===== src/rtl/storage_arbiter_if.sv =====
// Bundle of requester, programming-mode and storage_controller signals around storage_arbiter.
// The slave view is the arbiter; the master view is the fetch/LSU plus memory side.
interface storage_arbiter_if;
  logic        prog_mode;
  logic        arb_idle;

  logic        iport_req;
  logic [31:0] iport_addr;
  logic        iport_ack;
  logic [31:0] iport_rdata;
  logic        iport_err;

  logic        dport_req;
  logic        dport_we;
  logic [31:0] dport_addr;
  logic [31:0] dport_wdata;
  logic [3:0]  dport_be;
  logic        dport_ack;
  logic [31:0] dport_rdata;
  logic        dport_err;

  logic        memory_access;
  logic        memory_is_writing;
  logic [31:0] addr;
  logic [31:0] d_in;
  logic [3:0]  mem_be;
  logic [31:0] d_out;
  logic        out_valid;

  modport slave (
    input  prog_mode, iport_req, iport_addr,
           dport_req, dport_we, dport_addr, dport_wdata, dport_be,
           d_out, out_valid,
    output arb_idle, iport_ack, iport_rdata, iport_err,
           dport_ack, dport_rdata, dport_err,
           memory_access, memory_is_writing, addr, d_in, mem_be
  );

  modport master (
    output prog_mode, iport_req, iport_addr,
           dport_req, dport_we, dport_addr, dport_wdata, dport_be,
           d_out, out_valid,
    input  arb_idle, iport_ack, iport_rdata, iport_err,
           dport_ack, dport_rdata, dport_err,
           memory_access, memory_is_writing, addr, d_in, mem_be
  );
endinterface


===== src/rtl/storage_arbiter.sv =====
// Round-robin arbiter sharing the storage_controller port between instruction fetch and data.
// state  | meaning
// IDLE   | waiting for a request; grants blocked while prog_mode is high
// ACCESS | memory_access asserted, waiting for out_valid or timeout
// RESP   | one-cycle ack to the granted port
module storage_arbiter #(
  parameter int TIMEOUT_CYCLES = 1024
) (
  input logic              clk,
  input logic              rst,
  storage_arbiter_if.slave bus
);

  localparam int CW = (TIMEOUT_CYCLES > 2) ? $clog2(TIMEOUT_CYCLES) : 1;
  localparam logic [CW-1:0] CNT_LAST = CW'(TIMEOUT_CYCLES - 1);

  typedef enum logic [1:0] {IDLE, ACCESS, RESP} state_t;

  state_t          state, state_nxt;
  logic            last_d;
  logic            gnt_d;
  logic [CW-1:0]   cnt;
  logic            grant;
  logic            pick_d;
  logic            skip;
  logic            timeout;
  logic            done;

  always_comb begin
    grant     = (bus.iport_req | bus.dport_req) & ~bus.prog_mode;
    // On a tie the port opposite the previous grant wins.
    pick_d    = bus.dport_req & (~bus.iport_req | ~last_d);
    skip      = pick_d & bus.dport_we & (bus.dport_be == 4'h0);
    timeout   = (cnt == CNT_LAST);
    done      = bus.out_valid | timeout;
    state_nxt = state;
    case (state)
      IDLE:    if (grant) state_nxt = skip ? RESP : ACCESS;
      ACCESS:  if (done) state_nxt = RESP;
      RESP:    state_nxt = IDLE;
      default: state_nxt = IDLE;
    endcase
  end

  always_ff @(posedge clk) begin
    if (rst) state <= IDLE;
    else     state <= state_nxt;
  end

  always_ff @(posedge clk) begin
    if (rst) begin
      last_d                <= 1'b0;
      gnt_d                 <= 1'b0;
      cnt                   <= '0;
      bus.arb_idle          <= 1'b1;
      bus.iport_ack         <= 1'b0;
      bus.iport_rdata       <= '0;
      bus.iport_err         <= 1'b0;
      bus.dport_ack         <= 1'b0;
      bus.dport_rdata       <= '0;
      bus.dport_err         <= 1'b0;
      bus.memory_access     <= 1'b0;
      bus.memory_is_writing <= 1'b0;
      bus.addr              <= '0;
      bus.d_in              <= '0;
      bus.mem_be            <= '0;
    end else begin
      bus.iport_ack <= 1'b0;
      bus.dport_ack <= 1'b0;
      bus.arb_idle  <= (state_nxt == IDLE);
      case (state)
        IDLE: begin
          if (grant) begin
            last_d <= pick_d;
            gnt_d  <= pick_d;
            cnt    <= '0;
            if (skip) begin
              bus.dport_ack <= 1'b1;
              bus.dport_err <= 1'b0;
            end else begin
              bus.memory_access <= 1'b1;
              if (pick_d) begin
                bus.memory_is_writing <= bus.dport_we;
                bus.addr              <= bus.dport_addr;
                bus.d_in              <= bus.dport_wdata;
                bus.mem_be            <= bus.dport_be;
              end else begin
                bus.memory_is_writing <= 1'b0;
                bus.addr              <= bus.iport_addr;
                bus.d_in              <= '0;
                bus.mem_be            <= 4'hF;
              end
            end
          end
        end
        ACCESS: begin
          if (done) begin
            bus.memory_access     <= 1'b0;
            bus.memory_is_writing <= 1'b0;
            bus.addr              <= '0;
            bus.d_in              <= '0;
            bus.mem_be            <= '0;
            // out_valid takes priority over a coincident timeout.
            if (gnt_d) begin
              bus.dport_ack   <= 1'b1;
              bus.dport_rdata <= bus.out_valid ? bus.d_out : 32'h0;
              bus.dport_err   <= ~bus.out_valid;
            end else begin
              bus.iport_ack   <= 1'b1;
              bus.iport_rdata <= bus.out_valid ? bus.d_out : 32'h0;
              bus.iport_err   <= ~bus.out_valid;
            end
          end else begin
            cnt <= cnt + CW'(1);
          end
        end
        default: ;
      endcase
    end
  end

endmodule


===== src/flat_wrapper.sv =====
// flat-port wrapper written by rule: the top's interface ports become plain ports
module storage_arbiter_flat 
#(
  parameter int TIMEOUT_CYCLES = 1024
)
  (clk, rst, bus_prog_mode, bus_iport_req, bus_iport_addr, bus_dport_req, bus_dport_we, bus_dport_addr, bus_dport_wdata, bus_dport_be, bus_d_out, bus_out_valid, bus_arb_idle, bus_iport_ack, bus_iport_rdata, bus_iport_err, bus_dport_ack, bus_dport_rdata, bus_dport_err, bus_memory_access, bus_memory_is_writing, bus_addr, bus_d_in, bus_mem_be);
  storage_arbiter_if bus_i ();
  input logic clk;
  input logic rst;
  input wire logic [$bits(bus_i.prog_mode)-1:0] bus_prog_mode;
  input wire logic [$bits(bus_i.iport_req)-1:0] bus_iport_req;
  input wire logic [$bits(bus_i.iport_addr)-1:0] bus_iport_addr;
  input wire logic [$bits(bus_i.dport_req)-1:0] bus_dport_req;
  input wire logic [$bits(bus_i.dport_we)-1:0] bus_dport_we;
  input wire logic [$bits(bus_i.dport_addr)-1:0] bus_dport_addr;
  input wire logic [$bits(bus_i.dport_wdata)-1:0] bus_dport_wdata;
  input wire logic [$bits(bus_i.dport_be)-1:0] bus_dport_be;
  input wire logic [$bits(bus_i.d_out)-1:0] bus_d_out;
  input wire logic [$bits(bus_i.out_valid)-1:0] bus_out_valid;
  output wire logic [$bits(bus_i.arb_idle)-1:0] bus_arb_idle;
  output wire logic [$bits(bus_i.iport_ack)-1:0] bus_iport_ack;
  output wire logic [$bits(bus_i.iport_rdata)-1:0] bus_iport_rdata;
  output wire logic [$bits(bus_i.iport_err)-1:0] bus_iport_err;
  output wire logic [$bits(bus_i.dport_ack)-1:0] bus_dport_ack;
  output wire logic [$bits(bus_i.dport_rdata)-1:0] bus_dport_rdata;
  output wire logic [$bits(bus_i.dport_err)-1:0] bus_dport_err;
  output wire logic [$bits(bus_i.memory_access)-1:0] bus_memory_access;
  output wire logic [$bits(bus_i.memory_is_writing)-1:0] bus_memory_is_writing;
  output wire logic [$bits(bus_i.addr)-1:0] bus_addr;
  output wire logic [$bits(bus_i.d_in)-1:0] bus_d_in;
  output wire logic [$bits(bus_i.mem_be)-1:0] bus_mem_be;
  assign bus_i.prog_mode = bus_prog_mode;
  assign bus_i.iport_req = bus_iport_req;
  assign bus_i.iport_addr = bus_iport_addr;
  assign bus_i.dport_req = bus_dport_req;
  assign bus_i.dport_we = bus_dport_we;
  assign bus_i.dport_addr = bus_dport_addr;
  assign bus_i.dport_wdata = bus_dport_wdata;
  assign bus_i.dport_be = bus_dport_be;
  assign bus_i.d_out = bus_d_out;
  assign bus_i.out_valid = bus_out_valid;
  assign bus_arb_idle = bus_i.arb_idle;
  assign bus_iport_ack = bus_i.iport_ack;
  assign bus_iport_rdata = bus_i.iport_rdata;
  assign bus_iport_err = bus_i.iport_err;
  assign bus_dport_ack = bus_i.dport_ack;
  assign bus_dport_rdata = bus_i.dport_rdata;
  assign bus_dport_err = bus_i.dport_err;
  assign bus_memory_access = bus_i.memory_access;
  assign bus_memory_is_writing = bus_i.memory_is_writing;
  assign bus_addr = bus_i.addr;
  assign bus_d_in = bus_i.d_in;
  assign bus_mem_be = bus_i.mem_be;
  storage_arbiter #(.TIMEOUT_CYCLES(TIMEOUT_CYCLES)) u_core (.clk(clk), .rst(rst), .bus(bus_i));
endmodule

===== config.mk =====
export PLATFORM = sky130hd
export DESIGN_NAME = storage_arbiter_flat
export DESIGN_NICKNAME = d
export VERILOG_FILES = /design/src/rtl/storage_arbiter_if.sv /design/src/rtl/storage_arbiter.sv /design/src/flat_wrapper.sv
export SDC_FILE = /design/constraint.sdc
export NUM_CORES = 1
export LEC_CHECK = 0
export ABC_AREA = 1
export CAP_MARGIN = 0
export CORE_UTILIZATION = 43
export DETAILED_ROUTE_END_ITERATION = 16
export GPL_TIMING_DRIVEN = 0
export PLACE_DENSITY = 0.85
export SLEW_MARGIN = 10
export SYNTH_ARGS = -nofsm -noshare
export SYNTH_HDL_FRONTEND = slang
export SYNTH_SLANG_ARGS = --single-unit

===== constraint.sdc =====
create_clock -name clk -period 2.35 [get_ports clk]
set_clock_uncertainty 0.15 [all_clocks]
set_input_delay 0.3525 -clock clk [delete_from_list [all_inputs] [get_ports clk]]
set_output_delay 0.3525 -clock clk [all_outputs]
set_load 0.005 [all_outputs]

==> run metrics, run 1 <==
Pleak=4.00 nW; period utilisation layout=91.1%; Syn Area/Cell=about 7 um^2; Max rail drop VDD=0.544 mV; Hold/Removal Path Class=reg2reg; antenna diode instance count=0; clk_lat worst skew=roughly 0.42 ns; highest-count cells in the layout ignoring fill and taps=sky130_fd_sc_hd__nand2_1, sky130_fd_sc_hd__clkdlybuf4s50_1, sky130_fd_sc_hd__dfxtp_1; I/O pin count=about 280; CTS sink count=152; status=finished, final reports clean; number of nets at the end of the flow=roughly 1,300; Highest Clock Rate=approximately 470 MHz; Netlist cell types=24; cts repair resizes=0; Hold Buf Count CTS=0; Mapped Nets=1,045; GP Congestion=between 0.9 and 1; non-filler cells in the finished layout=1,396; number of max-cap violations=0; setup slack of the worst register-to-register path=0.21 ns; Worst path most repeated cell=sky130_fd_sc_hd__nand3_4; initial antenna violation count=0; average vias per placed instance=between 5 and 6; number of placed cells counting well taps=1,364; CTS H-tree depth=4; unrepaired setup endpoints after global routing=no; Site Rows=44; count of flip-flops with a built-in enable after synthesis=0; Setup crit end kind=register; Starting Density=between 40% and 50%; arrival time of data at the critical path endpoint=2.31 ns; core region area=14,600 um^2; Critical Path Max Stage Delay=0.42 ns; post-route DRC violation count=0; 1st-pass router iterations=7; Final Core Density=just under 70%; cell-by-cell listing of the critical path=ha_1 > nand2_2 > nor2_4 > nand3_4 > nand2_4 > nand3_4 > clkbuf_1 > o21ai_0 > nor2_1; Cell Area, Synth=between 6000 and 7000 um^2; clock buffer count from CTS=17; headroom to the max-slew limit=53.0%; aggregate global routing overflow=0; overall die width=about 120 um; final slew viol count=0; most common library cell in the layout ignoring fill and taps=sky130_fd_sc_hd__nand2_1; critical setup path kind=reg2reg; power per standard cell area=675 nW/um^2; CTS max path bufs=2; post-CTS setup-driven buffer insertion count=0; final hold violation count=0; number of buffer cells added on primary ports=275; kind of start point of the critical path=register; Worst Tran Pin Value=slightly above 0.7 ns; wire length of the first global-routing pass=34.3 mm; number of flip-flops and latches in the synthesized netlist=152; library cell contributing the largest single delay on the critical path=sky130_fd_sc_hd__dfxtp_1; top_reg_cell synth=sky130_fd_sc_hd__dfxtp_1; async set-or-reset flop fraction in the synthesized netlist=0%; Total Power Consumption=6.80 mW; sequential fraction of the synthesis area=47.3%; via count of the first global-routing pass=slightly below 7,000; antenna-violating nets left=0; Via Count=7,176; post-DP HPWL=16.2 mm; total wire length=21.8 mm; fraction of layout instances using a drive strength above 1=under 10%; area grow syn2layout=56.4%; endpoint required time on the critical path=2.52 ns; CTS root buf=sky130_fd_sc_hd__clkbuf_16; Overall Global Routing Usage=between 20% and 30%; Synthesis Warnings=0; total setup violations reported at the end of the flow=0; Mapped Cells=905; DR WL/cell=15.6 um; crit path max fanout=10; floorplan die area=approximately 15,000 um^2; maximum number of pins on one net before global-route repair=17; CTS tree=done; 1st-iter DRT viols=389; clock-pin slew of the registers on the worst-case setup and hold paths=0.06 ns; shortest period the worst path allows=approximately 2.1 ns; Die Y-Extent=124 um
-- flip-flops by register name, summed over array words and instances, names as in the netlist --
signal                        count
u_core.state                      2
u_core.bus.memory_access          1
u_core.bus.iport_err              1
u_core.bus.arb_idle               1
u_core.gnt_d                      1
u_core.bus.memory_is_writing      1
u_core.bus.iport_ack              1
u_core.bus.dport_rdata           32
u_core.bus.dport_err              1
u_core.bus.dport_ack              1
u_core.bus.d_in                  32
u_core.cnt                       10
u_core.bus.addr                  32
u_core.bus.iport_rdata           32
u_core.bus.mem_be                 4
-- cells in the mapped netlist, types with 6 or more instances --
library cell | n | area share [%]
sky130_fd_sc_hd__nand2_1 | 308 | 18
sky130_fd_sc_hd__inv_2 | 6 | 0.35
sky130_fd_sc_hd__clkbuf_1 | 37 | 2.2
sky130_fd_sc_hd__o21ai_0 | 33 | 2.6
sky130_fd_sc_hd__nand4_1 | 40 | 3.9
sky130_fd_sc_hd__nor2_1 | 73 | 4.3
sky130_fd_sc_hd__a21oi_1 | 122 | 9.5
sky130_fd_sc_hd__buf_2 | 12 | 0.93
sky130_fd_sc_hd__buf_6 | 11 | 1.9
sky130_fd_sc_hd__dfxtp_1 | 152 | 47
sky130_fd_sc_hd__nand3_1 | 39 | 3.0
sky130_fd_sc_hd__inv_1 | 50 | 2.9
-- worst paths after layout --
path                             from                          to  cells after the start
setup reg to reg        u_core.cnt[0]  u_core.bus.iport_rdata[29]                      9
setup / recovery        u_core.cnt[0]  u_core.bus.iport_rdata[29]                      9
hold reg to reg   u_core.bus.d_in[31]         u_core.bus.d_in[31]                      2
hold / removal    u_core.bus.d_in[31]         u_core.bus.d_in[31]                      2
-- cell families (layout without fill, tap and decap cells) --
logic type,Yosys count,in the layout,synth area share [%]
compound gates,162,162,12.9
fa+ha+maj,1,1,0.194
simple gates,470,470,30.9
flops,152,152,47.3
buf+inv,120,427,8.69
-- report_power, final --
group	switching, mW	total (mW)	internal (mW)
Clock	1.12	3.01	1.89
Sequential	0.0600	2.74	2.68
Combinational	0.502	1.04	0.541
-- worst max-delay path: cells and delay by family, from the launching register on --
family                   cells  cell delay [ns]
buffers and inverters        1             0.28
AND/OR/NAND/NOR              6             0.68
adder cells (fa/ha/maj)      1             0.26
AO/OA/AOI/OAI                1             0.25
flip-flops                   1             0.42
-- per-layer routing --
metal  global-route usage [%]  wire [um]  up-vias
met1                     32.1       8830     3311
met5                        0          0        -
met4                     14.7        943        0
met3                     9.28       1730       67
li1                         -          -     3500
met2                     45.1      10300      298
-- stage by stage --
step | instance area (um^2) | setup WS (ns) | hold slack (ns) | TNS, ns
4_1_cts | 10100 | 0.233 | 0.302 | 0
3_3_place_gp | 9420 | -0.0498 | 0.295 | -0.201
3_5_place_dp | 9420 | -0.0786 | 0.301 | -0.434
2_1_floorplan | 6430 | 0.559 | 0.305 | 0
6_report | 10100 | 0.209 | 0.308 | 0
5_1_grt | 10100 | 0.0429 | 0.323 | 0
-- final cells by class --
type                            count  area [um^2]
Fill cell                        1173         4530
Sequential cell                   152         3040
Multi-Input combinational cell    633         2830
Timing Repair Buffer              275         2750
Clock buffer                       17          425
Buffer                             64          349
Tap cell                          184          230
Clock inverter                     15          221
Inverter                           56          210
Note: power is estimated with default switching activity, not from simulation.
==> run 2: changes to the inputs <==
--- a/config.mk
+++ b/config.mk
@@ -11,6 +11,7 @@
 export DETAILED_ROUTE_END_ITERATION = 16
 export GPL_TIMING_DRIVEN = 0
 export PLACE_DENSITY = 0.85
+export RECOVER_POWER = 100
 export SLEW_MARGIN = 10
 export SYNTH_ARGS = -nofsm -noshare
 export SYNTH_HDL_FRONTEND = slang
==> run 2 against run 1 <==
Compared with the run above:
- via count down 0.20%
- maximum frequency is 5.1% lower
- die area stayed put
- sequential share of layout area grew 0.12 points
- power fell by 0.92%
==> run metrics, run 2 (same netlist as run 1, synthesis figures left out) <==
status=finished, final reports clean; Hold Crit Start=bus_out_valid; maximum number of pins on one net before global-route repair=17 (unchanged); CTS H-tree depth=4 (unchanged); initial antenna violation count=0 (unchanged); clk_lat worst skew=0.43 ns (about the same); post-detailed-placement cell area=9420 um^2 (unchanged); non-filler cells in the finished layout=1,396 (unchanged); cts repair resizes=0 (unchanged); shortest period the worst path allows=2.26 ns (+0.114 ns); number of nets at the end of the flow=1,339 (unchanged); Starting Density=44.1% (unchanged); Setup Slack @ Placement=-0.0786 ns (unchanged); crit path max fanout=10 (unchanged); Site Rows=44 (unchanged); unrepaired setup endpoints after global routing=no; post-CTS setup-driven buffer insertion count=0 (unchanged); post-route DRC violation count=0 (unchanged); DR WL/cell=15.5 um (-0.45%); total setup violations reported at the end of the flow=0 (unchanged); setup slack of the worst register-to-register path=0.15 ns (-0.06 ns); CTS max path bufs=2 (unchanged); worst hold path endpoint=u_core.bus.dport_rdata[2]; Highest Clock Rate=443 MHz (-5.1%); Hold Buf Count CTS=0 (unchanged); via count of the first global-routing pass=6,844 (unchanged); number of buffer cells added on primary ports=275 (unchanged); Worst Tran Pin Value=0.694 ns (-0.0106 ns); period utilisation layout=96.0% (+4.9 points); net switching component of the power=1.67 mW (-0.75%); clock network fraction of design power=44.6% (+0.3 points); net switching fraction of the power=24.9% (+0.042 points); highest-count cells in the layout ignoring fill and taps=sky130_fd_sc_hd__nand2_1, sky130_fd_sc_hd__dfxtp_1, sky130_fd_sc_hd__dlygate4sd3_1; most common library cell in the layout ignoring fill and taps=sky130_fd_sc_hd__nand2_1; area grow syn2layout=55.8%; endpoint required time on the critical path=2.51 ns (about the same); post-DP HPWL=16.2 mm (unchanged); Final Cell Area=10,000 um^2 (-0.41%); Hold/Removal Path Class=in2reg; antenna diode instance count=0 (unchanged); number of cells traversed by the worst register-to-register path=9 (unchanged); Total Power Consumption=6.73 mW (-0.92%); average vias per placed instance=5.13 (-0.20%); CTS tree=done; Final Core Density=68.7% (-0.28 points); wire length of the first global-routing pass=34.3 mm (unchanged); Critical R2R Capture=u_core.bus.addr[16]; power per standard cell area=672 nW/um^2 (-0.51%); Max rail drop VDD=0.544 mV (about the same); I/O pin count=278 (unchanged); CTS sink count=152 (unchanged); final hold violation count=0 (unchanged); headroom to the max-slew limit=53.7% (+0.71 points); final slew viol count=0 (unchanged); antenna-violating nets left=0 (unchanged); Hold Path Depth=5 (+3); overall die width=124 um (unchanged); setup TNS=0 ns (unchanged); Die Y-Extent=124 um (unchanged); fraction of power consumed by combinational cells=14.7% (-0.6 points); critical setup path kind=in2reg; sequential cell fraction of total power=40.6% (+0.2 points); Overall Global Routing Usage=27.7% (unchanged); clock buffer count from CTS=17 (unchanged); total wire length=21.7 mm (-0.45%); setup ws final=0.0943 ns (-0.114 ns); 1st-iter DRT viols=376 (-3.3%); Pleak=4.43 nW (+11%); number of placed cells counting well taps=1,364 (unchanged); reg-to-reg critical path startpoint=u_core.cnt[0]; kind of start point of the critical path=input pin; Hold Slack=0.304 ns (-0.00394 ns); floorplan die area=15,500 um^2 (unchanged); core region area=14,600 um^2 (unchanged); GP Congestion=0.903 (unchanged); aggregate global routing overflow=0 (unchanged); clock-pin slew of the registers on the worst-case setup and hold paths=0.06 ns (about the same); Via Count=7,162 (-0.20%); Setup crit end kind=register; fraction of layout instances using a drive strength above 1=5.53% (-0.50 points); number of fill cells=1,184 (+0.94%); arrival time of data at the critical path endpoint=2.41 ns (+0.10 ns); 1st-pass router iterations=7 (unchanged); CTS root buf=sky130_fd_sc_hd__clkbuf_16; Internal Pwr Total=5.06 mW (-0.97%); number of max-cap violations=0 (unchanged)
-- run 2: cell count changes in the layout (fill, tap and decap cells not counted), moves of 2 or more --
cell	delta
sky130_fd_sc_hd__clkbuf_2	+2
sky130_fd_sc_hd__clkdlybuf4s50_1	-140
sky130_fd_sc_hd__dlygate4sd3_1	+140
sky130_fd_sc_hd__inv_1	+2
sky130_fd_sc_hd__inv_2	-2
sky130_fd_sc_hd__buf_6	-4
sky130_fd_sc_hd__clkbuf_1	+3
-- run 2: worst max-delay path by stage --
| stage | start | endpoint | depth (start not counted) |
|---|---|---|---|
| 6_report | bus_dport_req | u_core.bus.arb_idle | 9 |
| 5_1_grt | u_core.cnt[0] | u_core.bus.dport_rdata[26] | 10 |
| 4_1_cts | u_core.cnt[0] | u_core.bus.addr[16] | 9 |
| 3_5_place_dp | bus_iport_req | u_core.bus.addr[15] | 10 |
| 3_3_place_gp | bus_iport_req | u_core.bus.addr[15] | 10 |
| 2_1_floorplan | u_core.cnt[0] | u_core.bus.d_in[31] | 9 |
-- run 2: layout make-up --
cell class / count / area (um^2) / area share, %
well taps: 184 / 230 / 2.30
multi-input cells: 633 / 2820 / 28.2
inverters: 56 / 210 / 2.10
repair buffers: 275 / 2750 / 27.5
plain buffers: 64 / 318 / 3.17
clock buffers: 17 / 425 / 4.24
clock inverters: 15 / 221 / 2.21
flip-flops and latches: 152 / 3040 / 30.4
-- run 2: worst max-delay path: stages --
cell and delay, ns:
sky130_fd_sc_hd__dlygate4sd3_1 0.58, sky130_fd_sc_hd__nor2_1 0.06, sky130_fd_sc_hd__nor2_1 0.14, sky130_fd_sc_hd__nand2_1 0.15, sky130_fd_sc_hd__inv_2 0.21, sky130_fd_sc_hd__clkbuf_1 0.42, sky130_fd_sc_hd__nand2_1 0.18, sky130_fd_sc_hd__a21oi_1 0.24
sky130_fd_sc_hd__nor2_1 0.08
-- run 2: layer usage --
layer	GRT usage [%]	vias to the layer above	part of all wire [%]
met4	14.7	0	4.5
li1	-	3511	-
met3	9.28	69	8.5
met2	45.1	324	47
met5	0	-	0
met1	32.1	3258	40
-- run 2: power by group through the flow --
stage	Combinational, mW	Clock (mW)	Sequential (mW)
global route	1.08	3.16	2.75
CTS	1.04	3.03	2.74
global placement	1.02	0	2.79
floorplan	0.448	0	2.80
finish	0.991	3.01	2.74
detailed placement	1.03	0	2.80
